--- src/rtl/isa_pnp_key_sender.sv ---
// ISA PnP Initiation Key sender: bus-master FSM issuing LEAD_ZEROS 0x00 writes, then the
// LFSR key, as I/O writes to PORT_ADDR. It drives the bus only while it holds the grant.
module isa_pnp_key_sender #(
    parameter logic [9:0]  PORT_ADDR   = 10'h279,
    parameter int unsigned KEY_LEN     = 32,
    parameter int unsigned LEAD_ZEROS  = 2,
    parameter int unsigned SETUP_CYC   = 2,
    parameter int unsigned STROBE_CYC  = 8,
    parameter int unsigned RECOVER_CYC = 4
) (
    input  logic       clk,
    input  logic       rst,
    input  logic       start,
    input  logic       abort,
    input  logic       inject_en,
    input  logic [4:0] inject_idx,
    output logic       bus_req,
    input  logic       bus_gnt,
    output logic [9:0] isa_addr_o,
    output logic [7:0] isa_data_o,
    output logic       isa_data_oe,
    output logic       isa_iow_n_o,
    output logic       isa_aen_o,
    output logic       busy,
    output logic       done,
    output logic       aborted,
    output logic [5:0] write_idx
);

    localparam logic [7:0] LfsrSeed    = 8'h6A;
    localparam logic [5:0] Lead        = 6'(LEAD_ZEROS);
    localparam logic [5:0] LastIdx     = 6'(LEAD_ZEROS + KEY_LEN - 1);
    localparam logic [7:0] SetupLast   = 8'(SETUP_CYC - 1);
    localparam logic [7:0] StrobeLast  = 8'(STROBE_CYC - 1);
    localparam logic [7:0] RecoverLast = 8'(RECOVER_CYC - 1);

    typedef enum logic [2:0] {
        StIdle,
        StReq,
        StSetup,
        StStrobe,
        StRecover,
        StRelease
    } state_t;

    state_t      state;
    logic [7:0]  cnt;
    logic [7:0]  lfsr;
    logic        inj_en_q;
    logic [4:0]  inj_idx_q;
    logic        abort_q;

    logic        lose_bus;
    logic [5:0]  nxt_idx;
    logic [7:0]  nxt_lfsr;

    function automatic logic [7:0] lfsr_step(input logic [7:0] v);
        return {v[0] ^ v[1], v[7:1]};
    endfunction

    function automatic logic [7:0] pick_byte(input logic [5:0] idx, input logic [7:0] lf,
                                             input logic en, input logic [4:0] inj);
        if (idx < Lead) begin
            return 8'h00;
        end
        if (en && ((idx - Lead) == {1'b0, inj})) begin
            return ~lf;
        end
        return lf;
    endfunction

    // The isa_aen_o line stays low whether or not this master owns the bus.
    assign isa_aen_o = 1'b0;
    assign lose_bus  = abort | ~bus_gnt;
    assign nxt_idx   = write_idx + 6'd1;
    assign nxt_lfsr  = (write_idx >= Lead) ? lfsr_step(lfsr) : lfsr;

    always_ff @(posedge clk or posedge rst) begin
        if (rst) begin
            state       <= StIdle;
            cnt         <= 8'd0;
            lfsr        <= LfsrSeed;
            inj_en_q    <= 1'b0;
            inj_idx_q   <= 5'd0;
            abort_q     <= 1'b0;
            bus_req     <= 1'b0;
            isa_addr_o  <= 10'd0;
            isa_data_o  <= 8'd0;
            isa_data_oe <= 1'b0;
            isa_iow_n_o <= 1'b1;
            busy        <= 1'b0;
            done        <= 1'b0;
            aborted     <= 1'b0;
            write_idx   <= 6'd0;
        end else begin
            done    <= 1'b0;
            aborted <= 1'b0;
            unique case (state)
                StIdle: begin
                    if (start) begin
                        state     <= StReq;
                        bus_req   <= 1'b1;
                        busy      <= 1'b1;
                        inj_en_q  <= inject_en;
                        inj_idx_q <= inject_idx;
                        write_idx <= 6'd0;
                        lfsr      <= LfsrSeed;
                        abort_q   <= 1'b0;
                    end
                end
                StReq: begin
                    if (abort) begin
                        state   <= StIdle;
                        bus_req <= 1'b0;
                        busy    <= 1'b0;
                        aborted <= 1'b1;
                    end else if (bus_gnt) begin
                        state       <= StSetup;
                        cnt         <= 8'd0;
                        isa_data_oe <= 1'b1;
                        isa_addr_o  <= PORT_ADDR;
                        isa_data_o  <= pick_byte(write_idx, lfsr, inj_en_q, inj_idx_q);
                    end
                end
                StSetup: begin
                    if (lose_bus) begin
                        state   <= StRelease;
                        abort_q <= 1'b1;
                    end else if (cnt == SetupLast) begin
                        state       <= StStrobe;
                        cnt         <= 8'd0;
                        isa_iow_n_o <= 1'b0;
                    end else begin
                        cnt <= cnt + 8'd1;
                    end
                end
                StStrobe: begin
                    if (lose_bus) begin
                        state       <= StRelease;
                        abort_q     <= 1'b1;
                        isa_iow_n_o <= 1'b1;
                    end else if (cnt == StrobeLast) begin
                        state       <= StRecover;
                        cnt         <= 8'd0;
                        isa_iow_n_o <= 1'b1;
                    end else begin
                        cnt <= cnt + 8'd1;
                    end
                end
                StRecover: begin
                    if (lose_bus) begin
                        state   <= StRelease;
                        abort_q <= 1'b1;
                    end else if (cnt == RecoverLast) begin
                        cnt <= 8'd0;
                        if (write_idx == LastIdx) begin
                            state <= StRelease;
                        end else begin
                            // Data only changes here, with IOW# already high for RECOVER_CYC.
                            state      <= StSetup;
                            write_idx  <= nxt_idx;
                            lfsr       <= nxt_lfsr;
                            isa_data_o <= pick_byte(nxt_idx, nxt_lfsr, inj_en_q, inj_idx_q);
                        end
                    end else begin
                        cnt <= cnt + 8'd1;
                    end
                end
                StRelease: begin
                    state       <= StIdle;
                    isa_iow_n_o <= 1'b1;
                    isa_data_oe <= 1'b0;
                    isa_addr_o  <= 10'd0;
                    isa_data_o  <= 8'd0;
                    bus_req     <= 1'b0;
                    busy        <= 1'b0;
                    if (abort_q) begin
                        aborted <= 1'b1;
                    end else begin
                        done <= 1'b1;
                    end
                end
                default: state <= StIdle;
            endcase
        end
    end

endmodule

--- config.mk ---
export PLATFORM = sky130hd
export DESIGN_NAME = isa_pnp_key_sender
export DESIGN_NICKNAME = d
export VERILOG_FILES = /design/src/rtl/isa_pnp_key_sender.sv
export SDC_FILE = /design/constraint.sdc
export NUM_CORES = 1
export LEC_CHECK = 0
export BUFFER_PORTS_ARGS = -buffer_cell sky130_fd_sc_hd__buf_2
export CAP_MARGIN = 20
export CORE_ASPECT_RATIO = 1.25
export CORE_MARGIN = 5
export CORE_UTILIZATION = 50
export DETAILED_ROUTE_END_ITERATION = 8
export PLACE_DENSITY = 0.8
export SLEW_MARGIN = 30
export SYNTH_ARGS = -nofsm -noshare
export SYNTH_HDL_FRONTEND = slang
export SYNTH_SLANG_ARGS = --single-unit
--- constraint.sdc ---
create_clock -name clk -period 6.3 [get_ports clk]
set_input_delay 0.315 -clock clk [delete_from_list [all_inputs] [get_ports clk]]
set_output_delay 0.315 -clock clk [all_outputs]
set_load 0.05 [all_outputs]
; ---- Word level (Yosys, flattened, before mapping)
; Index checks and enable logic that the tools add are counted.
[word_totals]
ff_bits = 55
input_bits = 11
output_inout_bits = 31
word_cells = 159
[op_classes]
addsub = 4
magnitude_cmp = 3
eq_ne = 26
muxes = 87
bitwise = 5
n_reduce_logical = 20
[ops]
columns = op, count
row1 = 8-bit 2-to-1 mux, 26
row2 = 1-bit 2-to-1 mux, 34
row3 = 8-bit one-hot mux with 4 select lines, 1
row4 = 3-bit 2-to-1 mux, 10
row5 = 6-bit 2-to-1 mux, 4
row6 = 8-bit one-hot mux with 3 select lines, 1
row7 = 10-bit 2-to-1 mux, 2
row8 = 2-bit inequality test (second input constant), 10
row9 = 10-bit one-hot mux with 2 select lines, 1
row10 = 8-bit inverter, 2
row11 = 8-bit one-hot mux with 2 select lines, 1
row12 = 3-bit one-hot mux with 5 select lines, 1
row13 = 6-bit by 5-bit equality test with 1-bit output, 2
row14 = 6-bit by 2-bit < comparator with 1-bit output (second input constant), 2
row15 = 3-bit inequality test (second input constant), 4
row16 = 6-bit one-hot mux with 2 select lines, 1
row17 = 6-bit AND reduction, 2
row18 = 6-bit by 2-bit subtractor with 6-bit output (second input constant), 2
row19 = 5-bit AND reduction, 2
row20 = 3-bit AND reduction, 3
row21 = 3-bit nonzero test, 3
row22 = 8-bit by 1-bit adder with 8-bit output (second input constant), 1
row23 = 8-bit by 1-bit equality test with 1-bit output (second input constant), 1
row24 = 8-bit by 2-bit equality test with 1-bit output (second input constant), 1
row25 = 20 further kinds, 28

; ---- Longest topological paths before layout
[depth]
depth_word = 18
mapped_depth = 11
mapped_depth_nobuf = 9

; ---- Worst setup path before layout
; OpenSTA, ideal clock, no wires.
[synth_timing]
path_type = register -> register
from = register write_idx[0]
to = register isa_data_o[0]
t_arrival_ps = 2844
t_required_ps = 6173
slack_ps = 3329
stages_incl_launch_ff = 12
path_buffers = 2
cell_sequence = dfrtp_1 > buf_2 > inv_1 > ha_1 > ha_1 > and3_1 > or4_1 > o221ai_1 > and4_1 > buf_2 > xor2_1 > o21ai_1
[synth_between]
elab_chain_len = 16
[synth_rtl]
columns = element, line
row1 = from (decl), 27  ; output logic [5:0] write_idx
row2 = from (signal assigned), 161  ; write_idx <= nxt_idx;
row3 = 6-bit by 1-bit adder with 6-bit output, 75  ; assign nxt_idx = write_idx + 6'd1;
row4 = 6-bit by 2-bit subtractor with 6-bit output, 66  ; if (en && ((idx - Lead) == {1'b0, inj})) begin
row5 = 6-bit by 5-bit equality test with 1-bit output, 66
row6 = 1-bit logical AND, 66
row7 = 1-bit 2-to-1 mux (2 in a row), 66
row8 = 1-bit 2-to-1 mux, 156  ; if (write_idx == LastIdx) begin
row9 = 1-bit 2-to-1 mux, 154  ; end else if (cnt == RecoverLast) begin
row10 = 1-bit 2-to-1 mux, 151  ; if (lose_bus) begin
row11 = 1-bit 2-to-1 mux, 98  ; unique case (state)
row12 = 8-bit 2-to-1 mux, 69  ; return lf;
row13 = 8-bit 2-to-1 mux, 66
row14 = 8-bit 2-to-1 mux, 156
row15 = 8-bit 2-to-1 mux, 154
row16 = 8-bit 2-to-1 mux, 151
row17 = 8-bit one-hot mux with 3 select lines, 98
row18 = to (signal assigned), 122  ; isa_data_o <= pick_byte(write_idx, lfsr, inj_en_q, inj_idx_q);
row19 = to (signal assigned), 163  ; isa_data_o <= pick_byte(nxt_idx, nxt_lfsr, inj_en_q, inj_idx_q);
row20 = to (decl), 20  ; output logic [7:0] isa_data_o,
; Several ways; a longest one is shown, not always the timed one. The select of a mux whose other input is x is not followed.
; A chain may end at the register's enable or synchronous reset.

; ---- Worst setup path in the final report
[layout_timing]
from = register write_idx[0]
to = register isa_data_o[2]
; The elaborated chain is that of the path after synthesis.

==> flow_summary_export.csv <==
group,metric,value,unit
clocking,cts_tree,"yes",
setup_path,cp.required,6.49,ns
clocking,cts_hold_buf,0,
final_layout,final_core_util,0.552,
route,avgRoutedWirePerCell,15.1,um
sta,slew_viol_final,0,
sta,tightestPinTransition,0.886,ns
setup_path,crit_buf_inv,1,
power,p_total,1050,uW
route,wl_met2,3100,um
clocking,htreeDepth,2,
die,ioPinCount,42,
clocking,clkLatencyLatePin,0.30,ns
route,routed.top_layer,"met4",
final_layout,n_antenna_cell,0,
place,gp_congestion,0.802,
global_routing,grt_pass1_vias,2338,
setup_path,rr_endpoint,"isa_data_o[2]",
setup_path,cpMaxStageDelayCell,"dfrtp_1",
setup_path,cp_top_family,"simple AND/OR/NAND/NOR gates",
die,die_w,78.7,um
sta,finalSetupViolCount,0,
logic_synthesis,ys_ff_latch,45,
setup_path,reg2reg_from,"write_idx[0]",
die,start_util,0.511,
setup_path,max_stage_delay,0.59,ns
setup_path,crit_path_start,"write_idx[0]",
sta,period_needed,2.94,ns
sta,hold_viol,0,
outcome,status,"finished clean",
setup_path,r2r_cells,9,
clocking,cts_buffers,5,
final_layout,layout-drive-gt1-share,0.195,
die,dieHeight,95.9,um
die,core_region_area,0.00578,sq mm
global_routing,antenna_found_initial,0,
clocking,postCtsSetupBuffers,0,
setup_path,cp.depth,9,
sta,slew_headroom,0.409,
global_routing,grt_start_max_net_pins,46,
route,wl_met1,2600,um
logic_synthesis,avgSynthCellArea,9.37,sq um
flow_run,max_cap_violations,0,
setup_path,crit_type,"reg2reg",
power,peakVddDrop,0.310,mV
setup_path,path_cells,"inv_1 > ha_1 > ha_1 > and3_1 > or4_1 > o221ai_1 > and4_1 > xor2_1 > o21ai_1",
logic_synthesis,async_flop_share,1.00,
route,via_per_inst,5.98,
route,drt_pre_antenna_iters,4,
setup_path,path_max_fanout,12,
final_layout,fin_nets,356,
die,rows,31,
logic_synthesis,synth.distinct_cells,61,
final_layout,fillCellCount,502,
clocking,clockBufferDepth,2,
logic_synthesis,synth_edf_count,0,
setup_path,cp_data_arrival_time,3.13,ns
place,place_area,0.00309,sq mm
route,wirelength,6110,um
sta,finalSetupTns,0,ns
logic_synthesis,synthCells,315,
sta,holdWs,0.117,ns
clocking,ctsRootBufferMaster,"clkbuf_8",
die,die_area,0.00755,sq mm
sta,max_freq,341,MHz
setup_path,worst_setup_path_start_kind,"register",
hold_path,min_path_type,"in2async",
setup_path,endpoint,"isa_data_o[2]",
global_routing,grt_usage,0.175,
setup_path,cp_common_cell,"ha_1",
setup_path,critPathCaptureType,"register",
global_routing,grt_pass1_wl,10600,um
place,dp_hpwl,4530,um
route,met3_length,301,um
sta,skew,0.00797,ns
place,port-buffer-count,36,
logic_synthesis,yosysWarnings,0,
final_layout,stdcell_area,0.00319,sq mm
clocking,cts_num_sinks,45,
logic_synthesis,ys_seq_area_frac,0.383,
logic_synthesis,netlist_area,0.00295,sq mm
logic_synthesis,ys.flop_type,"dfrtp_1",
final_layout,syn2layout_area_growth,7.97,%
route,ant_nets,0,
setup_path,r2r_slack,3.36,ns
power,p_leak,0.00145,uW
global_routing,overflow,0,
clocking,clk_pin_slew_worst_paths,0.09,ns
sta,fin_crit_sh,0.466,
clocking,cts_resized,0,
route,first_iter_violations,141,
power,p_per_area,330,mW/mm^2
route,vias,2414,
sta,rsz0062_at_grt,"no",
route,drc,0,
[Yosys cell counts (7+ instances only)]
| cell type | n | area, sq um |
|---|---|---|
| dfrtp_1 | 40 | 1000 |
| nor2_1 | 20 | 75.1 |
| xor2_1 | 19 | 166 |
| nand2_1 | 16 | 60.1 |
| o21ai_0 | 16 | 80.1 |
| a21oi_1 | 15 | 75.1 |
| o21ai_1 | 13 | 65.1 |
| buf_4 | 12 | 90.1 |
| xnor2_1 | 12 | 105 |
| clkbuf_1 | 10 | 37.5 |
| inv_1 | 10 | 37.5 |
| nor3_1 | 9 | 45.0 |
| a22oi_1 | 8 | 60.1 |
| ha_1 | 8 | 100 |
| mux2i_1 | 8 | 80.1 |
| nand3_1 | 8 | 40.0 |
| o22a_1 | 7 | 61.3 |
| o31ai_1 | 7 | 52.6 |
[registers in the layout, summed over array words and instances (netlist names), 3 cells and up]
| register | flops |
|---|---|
| cnt | 8 |
| isa_data_o | 8 |
| lfsr | 8 |
| write_idx | 6 |
| inj_idx_q | 5 |
| state | 3 |
[worst min-delay path by stage]
| stage | cells after the start | endpoint | slack (ns) |
|---|---|---|---|
| after CTS | 3 | inj_en_q | 0.22 |
| after floorplan | 2 | inj_en_q | 0.43 |
| after global routing | 2 | isa_data_o[2] | 0.18 |
| final | 2 | lfsr[2] | 0.12 |
| after global placement | 2 | isa_data_o[4] | 0.50 |
| after detailed placement | 1 | done | 0.51 |
[per-stage QoR]
step           instances  setup WS, ns
3_3_place_gp         396          3.41
4_1_cts              404          3.36
2_1_floorplan        319          3.33
6_report             404          3.36
3_5_place_dp         396          3.37
5_1_grt              404          3.18
[layout make-up]
class / instances / area, sq um / share of cell area
Inverter: 12 / 46.3 / 0.0145
Tap cell: 66 / 82.6 / 0.0259
Clock buffer: 5 / 68.8 / 0.0216
Timing Repair Buffer: 37 / 188 / 0.0589
Clock inverter: 3 / 21.3 / 0.00667
Sequential cell: 45 / 1130 / 0.355
Multi-Input combinational cell: 236 / 1650 / 0.517
[cell usage in the layout (no fill, tap or decap), types with 9 or more instances in the layout]
master	Yosys	final
a21oi_1	15	15
buf_2	3	36
dfrtp_1	40	40
inv_1	10	9
nand2_1	16	16
nor2_1	20	20
o21ai_0	16	16
o21ai_1	13	13
xnor2_1	12	12
xor2_1	19	19
[power by group]
group / switching, uW / internal (uW) / leakage (uW)
clock network: 105 / 78.9 / 0.0000445
registers: 79.6 / 338 / 0.000585
logic: 299 / 151 / 0.000821
[cells by family (layout without fill, tap and decap cells)]
kind of cell	after synthesis	count (layout)	synth area share
mux	13	13	0.0462
compound gates	92	92	0.214
simple gates	86	86	0.157
flops	45	45	0.383
other cells	1	5	0.00127
fa+ha+maj	8	8	0.0339
buf+inv	38	57	0.0648
xor+xnor	32	32	0.100
[layer usage]
metal / up-vias / global-route usage
met5: - / 0
met4: 0 / 0.0583
met3: 9 / 0.0262
met2: 71 / 0.310
met1: 1162 / 0.217
li1: 1172 / -
[worst register-to-register path, cell delays in order, from the launching register on]
cell,delay (ns)
dfrtp_1,0.59
inv_1,0.09
ha_1,0.37
ha_1,0.27
and3_1,0.22
or4_1,0.47
o221ai_1,0.08
and4_1,0.49
xor2_1,0.19
o21ai_1,0.07
Power figures use the tool's default switching activity.
